File: config.mk
export PLATFORM = sky130hd
export DESIGN_NAME = fir_decimator_flat
export DESIGN_NICKNAME = d
export VERILOG_FILES = /design/src/rtl/fir_decimator_if.sv /design/src/rtl/fir_decimator.sv /design/src/flat_wrapper.sv
export SDC_FILE = /design/constraint.sdc
export NUM_CORES = 1
export LEC_CHECK = 0
export ABC_AREA = 1
export BUFFER_PORTS_ARGS = -buffer_cell sky130_fd_sc_hd__buf_4
export CAP_MARGIN = 20
export CORE_ASPECT_RATIO = 1.1
export CORE_MARGIN = 10
export CORE_UTILIZATION = 58
export DETAILED_ROUTE_END_ITERATION = 7
export GPL_ROUTABILITY_DRIVEN = 1
export GPL_TIMING_DRIVEN = 0
export PLACE_DENSITY = 0.78
export SLEW_MARGIN = 20
export SYNTH_ARGS = -nofsm -noshare
export SYNTH_HDL_FRONTEND = slang
export SYNTH_SLANG_ARGS = --single-unit
File: constraint.sdc
create_clock -name clk -period 2.4 [get_ports clk]
set_input_delay 0.12 -clock clk [delete_from_list [all_inputs] [get_ports clk]]
set_output_delay 0.12 -clock clk [all_outputs]
set_load 0.005 [all_outputs]
File: src/rtl/fir_decimator_if.sv
// Purpose: bundles the sample input, the result FIFO output and the overflow flag of fir_decimator.
// Latency: no logic here; it only carries signals.
// Backpressure: out_ready stalls the result FIFO; the input side has no backpressure.
// Ports (modport slave = decimator side):
//   in_valid/in_data    upstream filter sample, one per cycle at most
//   out_valid/out_data  FIFO head, first-word fall-through; out_ready pops it
//   overflow            sticky flag: a kept result was dropped on a full FIFO
interface fir_decimator_if #(
    parameter int IN_WIDTH  = 12,
    parameter int OUT_WIDTH = 8
);
    logic                        in_valid;
    logic signed [IN_WIDTH-1:0]  in_data;
    logic signed [OUT_WIDTH-1:0] out_data;
    logic                        out_valid;
    logic                        out_ready;
    logic                        overflow;

    // Drives samples in and consumes results (filter + downstream consumer)
    modport master (
        output in_valid, in_data, out_ready,
        input  out_data, out_valid, overflow
    );

    // The decimator itself
    modport slave (
        input  in_valid, in_data, out_ready,
        output out_data, out_valid, overflow
    );
endinterface

File: src/rtl/fir_decimator.sv
// Purpose: decimate filter samples by DECIM, round (half toward +inf) and saturate to OUT_WIDTH, buffer in a FIFO.
// Latency: 2 cycles from a kept in_data to out_data on an empty FIFO.
// Backpressure: out_ready pops the FIFO; a kept result arriving at a full FIFO with no pop is dropped and overflow sticks.
// Ports: clk (rising edge), resetn (synchronous, active low), bus (fir_decimator_if.slave).
// Build option: define FIR_DECIM_AVG_EN to output the average of each DECIM-sample group
// instead of its last sample (DECIM must then be a power of 2).
module fir_decimator #(
    parameter int IN_WIDTH   = 12,
    parameter int OUT_WIDTH  = 8,
    parameter int DECIM      = 2,
    parameter int SHIFT      = 2,
    parameter int FIFO_DEPTH = 4
) (
    input  logic           clk,
    input  logic           resetn,
    fir_decimator_if.slave bus
);
    localparam int PW = (DECIM > 1) ? $clog2(DECIM) : 1;
    localparam int AW = $clog2(FIFO_DEPTH);
    localparam int CW = AW + 1;
    localparam int XW = IN_WIDTH + 1;

    // Rounding constant is half an output LSB; (1<<SHIFT)>>1 yields 0 when SHIFT is 0
    localparam logic signed [XW-1:0] RND  = XW'((1 << SHIFT) >> 1);
    localparam logic signed [XW-1:0] MAXV = XW'((1 << (OUT_WIDTH - 1)) - 1);
    localparam logic signed [XW-1:0] MINV = ~MAXV;

    // ------------------------------------------------------------------
    // Phase counter: advances only on valid input cycles
    // ------------------------------------------------------------------
    logic [PW-1:0] phase_q, phase_d;
    logic          last_phase;
    logic          keep;

    assign last_phase = (phase_q == PW'(DECIM - 1));
    assign keep       = bus.in_valid && last_phase;

    always_comb begin
        phase_d = phase_q;
        if (bus.in_valid) begin
            phase_d = last_phase ? '0 : phase_q + PW'(1);
        end
    end

    // ------------------------------------------------------------------
    // Sample selection: last sample of the group, or the group average
    // ------------------------------------------------------------------
    logic signed [IN_WIDTH-1:0] sel_sample;

`ifdef FIR_DECIM_AVG_EN
    localparam int LD = $clog2(DECIM);
    localparam int SW = IN_WIDTH + LD;

    if ((1 << LD) != DECIM) begin : g_bad_decim
        $error("fir_decimator: DECIM must be a power of 2 when averaging");
    end

    logic signed [SW-1:0] acc_q, acc_d, acc_base;

    always_comb begin
        // The first sample of a group starts a fresh sum
        acc_base = (phase_q == '0) ? '0 : acc_q;
        acc_d    = acc_base + SW'(bus.in_data);
    end

    // The group mean always fits back into IN_WIDTH, so truncation is exact
    assign sel_sample = IN_WIDTH'(acc_d >>> LD);

    always_ff @(posedge clk) begin
        if (!resetn) begin
            acc_q <= '0;
        end else if (bus.in_valid) begin
            acc_q <= acc_d;
        end
    end
`else
    assign sel_sample = bus.in_data;
`endif

    // ------------------------------------------------------------------
    // Round and saturate; one extra bit absorbs the rounding carry
    // ------------------------------------------------------------------
    logic signed [XW-1:0]        shifted;
    logic signed [OUT_WIDTH-1:0] sat_val;

    always_comb begin
        shifted = (XW'(sel_sample) + RND) >>> SHIFT;
        if (shifted > MAXV) begin
            sat_val = MAXV[OUT_WIDTH-1:0];
        end else if (shifted < MINV) begin
            sat_val = MINV[OUT_WIDTH-1:0];
        end else begin
            sat_val = shifted[OUT_WIDTH-1:0];
        end
    end

    logic signed [OUT_WIDTH-1:0] res_q;
    logic                        res_vld_q;

    always_ff @(posedge clk) begin
        if (!resetn) begin
            phase_q   <= '0;
            res_vld_q <= 1'b0;
            res_q     <= '0;
        end else begin
            phase_q   <= phase_d;
            res_vld_q <= keep;
            if (keep) begin
                res_q <= sat_val;
            end
        end
    end

    // ------------------------------------------------------------------
    // Result FIFO (first-word fall-through)
    // ------------------------------------------------------------------
    logic signed [OUT_WIDTH-1:0] mem_q [FIFO_DEPTH];
    logic [AW-1:0]               rd_ptr_q, rd_ptr_d, wr_ptr_q, wr_ptr_d;
    logic [CW-1:0]               cnt_q, cnt_d;
    logic                        ovf_q, ovf_d;
    logic signed [OUT_WIDTH-1:0] last_q, last_d;
    logic                        empty, full, pop, wr_en;

    assign empty = (cnt_q == '0);
    assign full  = (cnt_q == CW'(FIFO_DEPTH));
    assign pop   = !empty && bus.out_ready;
    // A pop in the same cycle frees the slot a full FIFO needs
    assign wr_en = res_vld_q && (!full || pop);

    always_comb begin
        rd_ptr_d = rd_ptr_q;
        wr_ptr_d = wr_ptr_q;
        cnt_d    = cnt_q;
        ovf_d    = ovf_q;
        last_d   = last_q;
        if (pop) begin
            rd_ptr_d = rd_ptr_q + AW'(1);
            // Remember the popped word so out_data holds it once empty
            last_d   = mem_q[rd_ptr_q];
        end
        if (wr_en) begin
            wr_ptr_d = wr_ptr_q + AW'(1);
        end
        if (res_vld_q && !wr_en) begin
            ovf_d = 1'b1;
        end
        case ({wr_en, pop})
            2'b10:   cnt_d = cnt_q + CW'(1);
            2'b01:   cnt_d = cnt_q - CW'(1);
            default: cnt_d = cnt_q;
        endcase
    end

    always_ff @(posedge clk) begin
        if (!resetn) begin
            rd_ptr_q <= '0;
            wr_ptr_q <= '0;
            cnt_q    <= '0;
            ovf_q    <= 1'b0;
            last_q   <= '0;
        end else begin
            rd_ptr_q <= rd_ptr_d;
            wr_ptr_q <= wr_ptr_d;
            cnt_q    <= cnt_d;
            ovf_q    <= ovf_d;
            last_q   <= last_d;
        end
    end

    // Storage needs no reset: the count decides what is visible
    always_ff @(posedge clk) begin
        if (resetn && wr_en) begin
            mem_q[wr_ptr_q] <= res_q;
        end
    end

    assign bus.out_valid = !empty;
    assign bus.out_data  = empty ? last_q : mem_q[rd_ptr_q];
    assign bus.overflow  = ovf_q;
endmodule

File: src/flat_wrapper.sv
// flat-port wrapper written by rule: the top's interface ports become plain ports
module fir_decimator_flat 
#(
    parameter int IN_WIDTH   = 12,
    parameter int OUT_WIDTH  = 8,
    parameter int DECIM      = 2,
    parameter int SHIFT      = 2,
    parameter int FIFO_DEPTH = 4
)
  (clk, resetn, bus_in_valid, bus_in_data, bus_out_ready, bus_out_data, bus_out_valid, bus_overflow);
  fir_decimator_if #(.IN_WIDTH(IN_WIDTH), .OUT_WIDTH(OUT_WIDTH)) bus_i ();
  input  logic clk;
  input  logic resetn;
  input wire logic [$bits(bus_i.in_valid)-1:0] bus_in_valid;
  input wire logic [$bits(bus_i.in_data)-1:0] bus_in_data;
  input wire logic [$bits(bus_i.out_ready)-1:0] bus_out_ready;
  output wire logic [$bits(bus_i.out_data)-1:0] bus_out_data;
  output wire logic [$bits(bus_i.out_valid)-1:0] bus_out_valid;
  output wire logic [$bits(bus_i.overflow)-1:0] bus_overflow;
  assign bus_i.in_valid = bus_in_valid;
  assign bus_i.in_data = bus_in_data;
  assign bus_i.out_ready = bus_out_ready;
  assign bus_out_data = bus_i.out_data;
  assign bus_out_valid = bus_i.out_valid;
  assign bus_overflow = bus_i.overflow;
  fir_decimator #(.IN_WIDTH(IN_WIDTH), .OUT_WIDTH(OUT_WIDTH), .DECIM(DECIM), .SHIFT(SHIFT), .FIFO_DEPTH(FIFO_DEPTH)) u_core (.clk(clk), .resetn(resetn), .bus(bus_i));
endmodule
==> impl_metrics.ini, run 1 <==
[clock_network]
cts_inserted_buffers = 9
postCtsHoldBufs = 0
clock-sinks = 60
path_clk_slew_ns = 0.06
clockBufferDepth = 2
root_buffer = clkbuf_8
cts_tree = yes
insertion_delay_ns = 0.33
cts_htree_levels = 3

[grt]
grt_max_degree = 13
grt_pass1_vias = 2007
grt_pass1_wl_mm = 8.88
grt-ovfl-total = 0
grtUsageTotal_pct = 14.1
antenna_found_initial = 0

[setup_path]
path_cells = nor2_1 -> nand2_2 -> nand2_1 -> clkinvlp_4 -> ha_1 -> inv_1 -> fa_1 -> nor2_1 -> a21oi_1 -> nor2_1
critical_path_class = reg -> reg
slowest_delay_ns = 0.42
cp_num_buf_inv = 2
cp_common_cell = nor2_1
worst_path_dominant_cell_family = simple AND/OR/NAND/NOR gates
required_ns = 2.67
startpoint_type = register
worstPathArrival_ns = 2.37
cp_max_fo = 12
critPathSlowestCell = fa_1
critical_path.endpoint_type = register

[timing]
hold_viol = 0
max_freq_mhz = 475
finalClockSkew_ns = 0.00670
fin_crit_sh_pct = 87.7
rsz0062_at_grt = false
setup_violations = 0
worstMarginPinSlew_ns = 0.765
period_needed_ns = 2.11
worst_slack_ns = 0.295
setup_tns_ns = 0
maxSlewHeadroom_pct = 48.8
maxSlewViolCount = 0

[detailed_routing]
drt-total-wl_mm = 5.19
met1_length_mm = 2.14
wl_met3_um = 330
wl_per_cell_um = 13.6
first_iter_violations = 120
drc = 0
num_vias = 2014
drtPass1Iterations = 4
routed.top_layer = met4
ant_nets = 0
met2_wirelength_mm = 2.54
viasPerCell = 5.27

[cells_and_area]
nNetsFinal = 346
diodes = 0
area_growth_pct = 15.4
final_common_cell = o21ai_0
drive_above_1_share_pct = 16.2
n_fill_cell = 341
final_core_util_pct = 70.5
final_cell_mix = o21ai_0 (38), nor2_1 (37), nand2_1 (34), a21oi_1 (34), inv_1 (33)
final_cells = 382

[pwr]
switching_share_pct = 27.0
clkPwrFrac_pct = 31.8
p_switching_w = 0.000634
powerDensity_mw_per_mm2 = 762
p_int_w = 0.00172
power_frac_seq_pct = 49.6
p_leak_nw = 1.24
p_comb_share_pct = 18.6
peakVddDrop_v = 0.000517

[place]
dpl_worst_slack_ns = -0.0618
gp_congestion = 0.793
dpl.hpwl_mm = 3.78
io_buffers = 24
dp_cells = 367

[synthesis]
seq_area_frac_synth_pct = 56.9
synth.avg_cell_area_um2 = 9.25
synth_area_mm2 = 0.00267
synth.ff_latch_count = 60
synth_nets = 312
synthCells = 289
yosys_warnings = 0
ys_types = 28

[worst_hold_path]
min_path_type = in -> reg

[die]
die_h_um = 91.2
initial_core_util_pct = 61.0
coreArea_mm2 = 0.00438
rows = 25
die_x_um = 84.7
die_area_mm2 = 0.00773
num_io_pins = 26

[outcome]
status = complete, no violations

[run]
drv_cap = 0
[power groups by stage]
stage | Clock (W) | Sequential (W) | Combinational [W]
3_5_place_dp | 0 | 0.00119 | 0.000437
3_3_place_gp | 0 | 0.00118 | 0.000429
5_1_grt | 0.000814 | 0.00117 | 0.000499
2_1_floorplan | 0 | 0.00117 | 0.000253
4_1_cts | 0.000758 | 0.00117 | 0.000438
6_report | 0.000748 | 0.00117 | 0.000437
[synthesized netlist by cell type]
master    count  area share, %
nor2_4        1           0.42
buf_2         2           0.37
inv_1        34            4.8
nand3_2       4            1.5
xnor2_1       2           0.66
nand2_4       1           0.42
clkbuf_1      4           0.56
clkbuf_2      1           0.19
nand3_1       6            1.1
edfxtp_1     32             36
a21oi_4       1           0.61
nor2_1       37            5.2
inv_2         1           0.14
and2_1        1           0.23
dfxtp_1      28             21
fa_1          1           0.75
xor2_1        3           0.98
ha_1          6            2.8
o22ai_1       8            1.9
nand2_1      35            4.9
or2_2         1           0.23
nor3_1        2           0.37
a21oi_1      34            6.4
nand4_1       2           0.47
nand3b_1      1           0.28
nand2_2       1           0.23
o21ai_0      38            7.1
nor2_2        2           0.47
[metal layers]
metal	track usage [%]	vias up
met5	0	-
met4	8.24	0
met3	3.93	14
met2	23.0	68
met1	16.0	887
li1	-	1045
[final cells by class]
type / instances / area [um2] / share of cell area [%]
buffer: 6 / 26.3 / 0.852
clock buffer: 14 / 153 / 4.95
clock inverter: 2 / 10.0 / 0.324
inverter: 35 / 135 / 4.38
timing repair buffer: 24 / 180 / 5.84
sequential: 60 / 1520 / 49.3
tap: 54 / 67.6 / 2.19
multi-input combinational: 187 / 992 / 32.2
[kinds of logic (layout without fill, tap and decap cells)]
kind of cell / after synthesis / count (layout) / synth area share (%)
fa+ha+maj: 7 / 7 / 3.56
flops: 60 / 60 / 56.9
compound gates: 81 / 81 / 16.0
buf+inv: 42 / 81 / 6.04
xor+xnor: 5 / 5 / 1.64
simple gates: 94 / 94 / 15.9
[metrics by stage]
step / hold slack, ns / instance area [um2] / total power (W)
3_3_place_gp: 0.411 / 2920 / 0.00161
6_report: 0.0787 / 3090 / 0.00235
5_1_grt: 0.0920 / 3090 / 0.00249
3_5_place_dp: 0.420 / 2920 / 0.00162
4_1_cts: 0.0686 / 3080 / 0.00236
2_1_floorplan: 0.258 / 2670 / 0.00143
[final timing paths]
path,slack [ns],endpoint,cells after the start,startpoint
setup reg to reg,0.29,u_core.cnt_q[1]$_SDFFE_PN0P_,10,u_core.cnt_q[1]$_SDFFE_PN0P_
hold / removal,0.08,u_core.wr_ptr_q[1]$_SDFFE_PN0P_,3,resetn
hold reg to reg,0.46,u_core.bus.overflow$_SDFFE_PN0P_,2,u_core.bus.overflow$_SDFFE_PN0P_
setup / recovery,0.29,u_core.cnt_q[1]$_SDFFE_PN0P_,10,u_core.cnt_q[1]$_SDFFE_PN0P_
[registers in the layout (all words and copies together) (netlist names), named ones only]
register and cells:
u_core.mem_q 32, u_core.last_q 8, u_core.res_q 8, u_core.cnt_q 3, u_core.rd_ptr_q 2, u_core.wr_ptr_q 2
u_core.bus.overflow 1, u_core.last_phase 1, u_core.res_vld_q 1
[tightest hold or removal path: cells and delay by family]
family	cells	cell delay, ns
AOI/OAI and AO/OA	2	0.11
buffers and inverters	1	0.13
[timing repair]
action | in CTS | in global routing
setup buffers | 0 | 0
resized for setup | 0 | 2
endpoints found under the setup margin | 1 | 1
Power figures use the tool's default switching activity.
==> run 2, diff against run 1 <==
Settings changed: CORE_MARGIN 10 to 1.
==> impl_metrics.ini, run 2 (synthesized netlist as in run 1, its figures left out) <==
[die]
rows = 25
initial_core_util_pct = 61.5
die_area_mm2 = 0.00488
die_x_um = 66.7
num_io_pins = 26
coreArea_mm2 = 0.00435
die_h_um = 73.2

[timing]
maxSlewViolCount = 0
hold_viol = 0
rsz0062_at_grt = false
setup_violations = 0
maxSlewHeadroom_pct = 50.0
max_freq_mhz = 471
worstMarginPinSlew_ns = 0.747
period_needed_ns = 2.12
fin_crit_sh_pct = 88.5
finalClockSkew_ns = 0.00747

[clock_network]
insertion_delay_ns = 0.33
cts_htree_levels = 3
cts_tree = yes
root_buffer = clkbuf_8
postCtsHoldBufs = 0
clock-sinks = 60
post_cts_buffers = 0
path_clk_slew_ns = 0.06
cts_inserted_buffers = 9
ctsResizeCount = 0
clockBufferDepth = 2

[outcome]
status = complete, no violations

[pwr]
powerDensity_mw_per_mm2 = 763
power.total_w = 0.00236
p_leak_nw = 1.24
peakVddDrop_v = 0.000416

[setup_path]
required_ns = 2.67
critical_path.endpoint_type = register
critPathCapture = u_core.cnt_q[1]$_SDFFE_PN0P_
r2r_cells = 10
worstPathArrival_ns = 2.39
startpoint_type = register
r2r_slack_ns = 0.28
crit_start = u_core.cnt_q[1]$_SDFFE_PN0P_
critical_path_class = reg -> reg
r2r-end = u_core.cnt_q[1]$_SDFFE_PN0P_
regToRegStartpoint = u_core.cnt_q[1]$_SDFFE_PN0P_
cp_max_fo = 12

[detailed_routing]
drtPass1Iterations = 4
drt-total-wl_mm = 4.87
drc = 0
ant_nets = 0
first_iter_violations = 109
viasPerCell = 5.26
wl_per_cell_um = 12.7
num_vias = 2008

[cells_and_area]
finalInstanceArea_mm2 = 0.00309
nNetsFinal = 346
final_cell_mix = o21ai_0 (38), nor2_1 (37), nand2_1 (34), a21oi_1 (34), inv_1 (33)
top_regs = u_core.mem_q x32, u_core.last_q x8, u_core.res_q x8
largest_reg_flops = 32
final_cells = 382
final_common_cell = o21ai_0
area_growth_pct = 15.7
final_core_util_pct = 71.1
diodes = 0
drive_above_1_share_pct = 17.1
n_fill_cell = 326
regMostFlops = u_core.mem_q

[grt]
grt_max_degree = 13
grt_pass1_vias = 1821
grt-ovfl-total = 0
grtUsageTotal_pct = 22.6
grt_pass1_wl_mm = 7.76
antenna_found_initial = 0

[place]
gp_congestion = 0.837
io_buffers = 24
dpl.hpwl_mm = 3.37
place_area_mm2 = 0.00292
dp_cells = 367

[worst_hold_path]
min_path_type = in -> reg

[run]
drv_cap = 0
==> run 2: changes by cell type in the layout (fill, tap and decap cells not counted) <==
cell | before | now
clkinv_2 | 2 | 4
clkbuf_1 | 7 | 4
clkinvlp_4 | 1 | 2
==> run 2: metrics by stage <==
step	hold WS [ns]	setup WS, ns	setup TNS (ns)
2_1_floorplan	0.258	0.286	0
3_3_place_gp	0.411	-0.0424	-0.0424
3_5_place_dp	0.413	-0.0474	-0.0474
4_1_cts	0.0545	0.122	0
5_1_grt	0.103	0.0884	0
6_report	0.0772	0.276	0
==> run 2: report_power, final <==
group          internal [W]  switching [W]  leakage [nW]
logic              0.000186       0.000248         0.631
registers           0.00113      0.0000352         0.525
clock network      0.000395       0.000365        0.0889
==> run 2: cell type report <==
class | count | area, um2 | share of cell area, %
timing repair buffer | 24 | 180 | 5.83
inverter | 35 | 135 | 4.37
clock inverter | 5 | 27.5 | 0.890
tap | 54 | 67.6 | 2.19
sequential | 60 | 1520 | 49.2
multi-input combinational | 187 | 992 | 32.1
clock buffer | 11 | 141 | 4.57
buffer | 6 | 26.3 | 0.850
==> run 2: worst max-delay path, stage by stage (launching register included) <==
cell,delay [ns]
dfxtp_1,0.32
nor2_1,0.19
nand2_2,0.17
nand2_1,0.14
clkinvlp_4,0.23
ha_1,0.26
inv_1,0.10
fa_1,0.43
nor2_1,0.10
a21oi_1,0.05
nor2_1,0.08
==> run 2: worst min path at each step <==
stage                                      end  slack [ns]  cells after the start    from
6_report       u_core.wr_ptr_q[1]$_SDFFE_PN0P_        0.08                      3  resetn
5_1_grt        u_core.wr_ptr_q[1]$_SDFFE_PN0P_        0.10                      3  resetn
4_1_cts        u_core.wr_ptr_q[1]$_SDFFE_PN0P_        0.05                      3  resetn
3_5_place_dp   u_core.wr_ptr_q[1]$_SDFFE_PN0P_        0.41                      3  resetn
3_3_place_gp   u_core.wr_ptr_q[1]$_SDFFE_PN0P_        0.41                      3  resetn
2_1_floorplan  u_core.wr_ptr_q[1]$_SDFFE_PN0P_        0.26                      2  resetn
==> run 2: routing by layer <==
metal / up-vias / part of all wire (%) / routed length (um) / track usage [%]
met2: 68 / 47 / 2310 / 35.1
met4: 0 / 5.1 / 247 / 15.8
met1: 871 / 42 / 2040 / 26.2
met5: - / 0 / 0 / 0
li1: 1046 / - / - / -
met3: 23 / 5.7 / 276 / 7.03
==> run 3, diff against run 2 <==
Clock period 2.4 ns to 2.15 ns, I/O delays scaled along.
==> impl_metrics.ini, run 3 (synthesized netlist as in run 1, its figures left out) <==
[die]
num_io_pins = 26
die_h_um = 73.2
coreArea_mm2 = 0.00435
rows = 25
initial_core_util_pct = 61.5
die_area_mm2 = 0.00488
die_x_um = 66.7

[setup_path]
critical_path.endpoint_type = primary output
r2r_slack_ns = 0.19
regToRegStartpoint = u_core.cnt_q[0]$_SDFFE_PN0P_
r2r_cells = 11
critical_path_class = reg -> out
r2r-end = u_core.cnt_q[2]$_SDFFE_PN0P_
worstPathArrival_ns = 1.94
startpoint_type = register
cp_max_fo = 10
required_ns = 2.04

[grt]
grt_use_met2_pct = 35.1
grt_pass1_wl_mm = 7.76
antenna_found_initial = 0
met3_usage_pct = 7.03
grtUsageTotal_pct = 22.6
grt-ovfl-total = 0
grt_max_degree = 13
met1_usage_pct = 26.2
grt_pass1_vias = 1821
busiest_layer = met2

[worst_hold_path]
min_path_cells = 3
worstHoldEndpoint = u_core.wr_ptr_q[1]$_SDFFE_PN0P_
min_path_type = in -> reg
min_from = resetn

[pwr]
p_leak_nw = 1.27
powerDensity_mw_per_mm2 = 852
switching_share_pct = 27.7
peakVddDrop_v = 0.000464
clkPwrFrac_pct = 32.0
p_comb_share_pct = 18.9
p_int_w = 0.00192
p_switching_w = 0.000736
power_frac_seq_pct = 49.1

[clock_network]
insertion_delay_ns = 0.33
clock-sinks = 60
path_clk_slew_ns = 0.07
cts_htree_levels = 3
cts_inserted_buffers = 9
clockBufferDepth = 2
postCtsHoldBufs = 0
root_buffer = clkbuf_8
cts_tree = yes

[cells_and_area]
final_cell_mix = o21ai_0 (38), nor2_1 (36), nand2_1 (34), a21oi_1 (34)
top_regs = u_core.mem_q x32, u_core.last_q x8, u_core.res_q x8
final_common_cell = o21ai_0
nNetsFinal = 348
final_core_util_pct = 71.7
finalInstanceArea_mm2 = 0.00312
drive_above_1_share_pct = 18.2
final_cells = 384
largest_reg_flops = 32
diodes = 0
regMostFlops = u_core.mem_q
area_growth_pct = 16.7

[detailed_routing]
wl_per_cell_um = 12.8
viasPerCell = 5.26
drc = 0
num_vias = 2019
drtPass1Iterations = 4
ant_nets = 0
drt-total-wl_mm = 4.91
first_iter_violations = 145

[timing]
setup_violations = 0
maxSlewViolCount = 0
fin_crit_sh_pct = 95.1
worst_slack_ns = 0.106
finalClockSkew_ns = 0.00877
worstMarginPinSlew_ns = 0.745
max_freq_mhz = 489
period_needed_ns = 2.04
hold_viol = 0
maxSlewHeadroom_pct = 50.1

[run]
drv_cap = 0

[place]
place_area_mm2 = 0.00292
gp_congestion = 0.837
dpl_worst_slack_ns = -0.297
dp_cells = 367
dpl.hpwl_mm = 3.37
io_buffers = 24

[outcome]
status = complete, no violations
==> run 3: routing by layer <==
| layer | vias to the layer above | share of wire [%] |
|---|---|---|
| li1 | 1046 | - |
| met1 | 884 | 41 |
| met2 | 68 | 48 |
| met3 | 21 | 6.6 |
| met4 | 0 | 4.5 |
| met5 | - | 0 |
==> run 3: layout make-up <==
| class | count | area [um2] |
|---|---|---|
| Buffer | 6 | 26.3 |
| Clock buffer | 11 | 141 |
| Clock inverter | 5 | 27.5 |
| Fill cell | 322 | 1230 |
| Inverter | 35 | 134 |
| Multi-Input combinational cell | 187 | 1000 |
| Sequential cell | 60 | 1520 |
| Tap cell | 54 | 67.6 |
| Timing Repair Buffer | 26 | 195 |
==> run 3: what timing repair did <==
| action | 4_1_cts | 5_1_grt |
|---|---|---|
| endpoints found under the setup margin | 2 | 1 |
| gates resized for setup | 2 | 5 |
| pin swaps | 0 | 0 |
| setup buffers | 0 | 2 |
==> run 3: through the flow <==
step / setup TNS [ns] / power, W / hold WS (ns)
6_report: 0 / 0.00266 / 0.0582
5_1_grt: -0.0179 / 0.00278 / 0.0907
4_1_cts: 0 / 0.00264 / 0.0420
3_5_place_dp: -0.456 / 0.00180 / 0.401
3_3_place_gp: -0.440 / 0.00179 / 0.398
2_1_floorplan: 0 / 0.00159 / 0.246
==> run 3: power by group through the flow <==
| stage | registers, W | logic (W) | clock network [W] |
|---|---|---|---|
| final | 0.00130 | 0.000503 | 0.000850 |
| after global routing | 0.00131 | 0.000565 | 0.000905 |
| after CTS | 0.00130 | 0.000484 | 0.000860 |
| after detailed placement | 0.00132 | 0.000478 | 0 |
| after global placement | 0.00132 | 0.000471 | 0 |
| after floorplan | 0.00131 | 0.000282 | 0 |
==> run 3: worst max-delay path: stages (launching register included) <==
cell     delay, ns
dfxtp_1       0.38
inv_1         0.20
buf_2         0.27
nor2_1        0.07
o22ai_1       0.31
inv_1         0.10
a21oi_1       0.15
buf_4         0.13
==> run 3: how the worst max path moves through the flow <==
stage                            startpoint  depth (start not counted)                           end
6_report                           register                          7               bus_out_data[3]
5_1_grt        u_core.cnt_q[0]$_SDFFE_PN0P_                         11  u_core.cnt_q[2]$_SDFFE_PN0P_
4_1_cts        u_core.cnt_q[2]$_SDFFE_PN0P_                         11  u_core.cnt_q[2]$_SDFFE_PN0P_
3_5_place_dp   u_core.cnt_q[2]$_SDFFE_PN0P_                         12  u_core.cnt_q[2]$_SDFFE_PN0P_
3_3_place_gp   u_core.cnt_q[2]$_SDFFE_PN0P_                         12  u_core.cnt_q[2]$_SDFFE_PN0P_
2_1_floorplan  u_core.cnt_q[2]$_SDFFE_PN0P_                         12  u_core.cnt_q[2]$_SDFFE_PN0P_
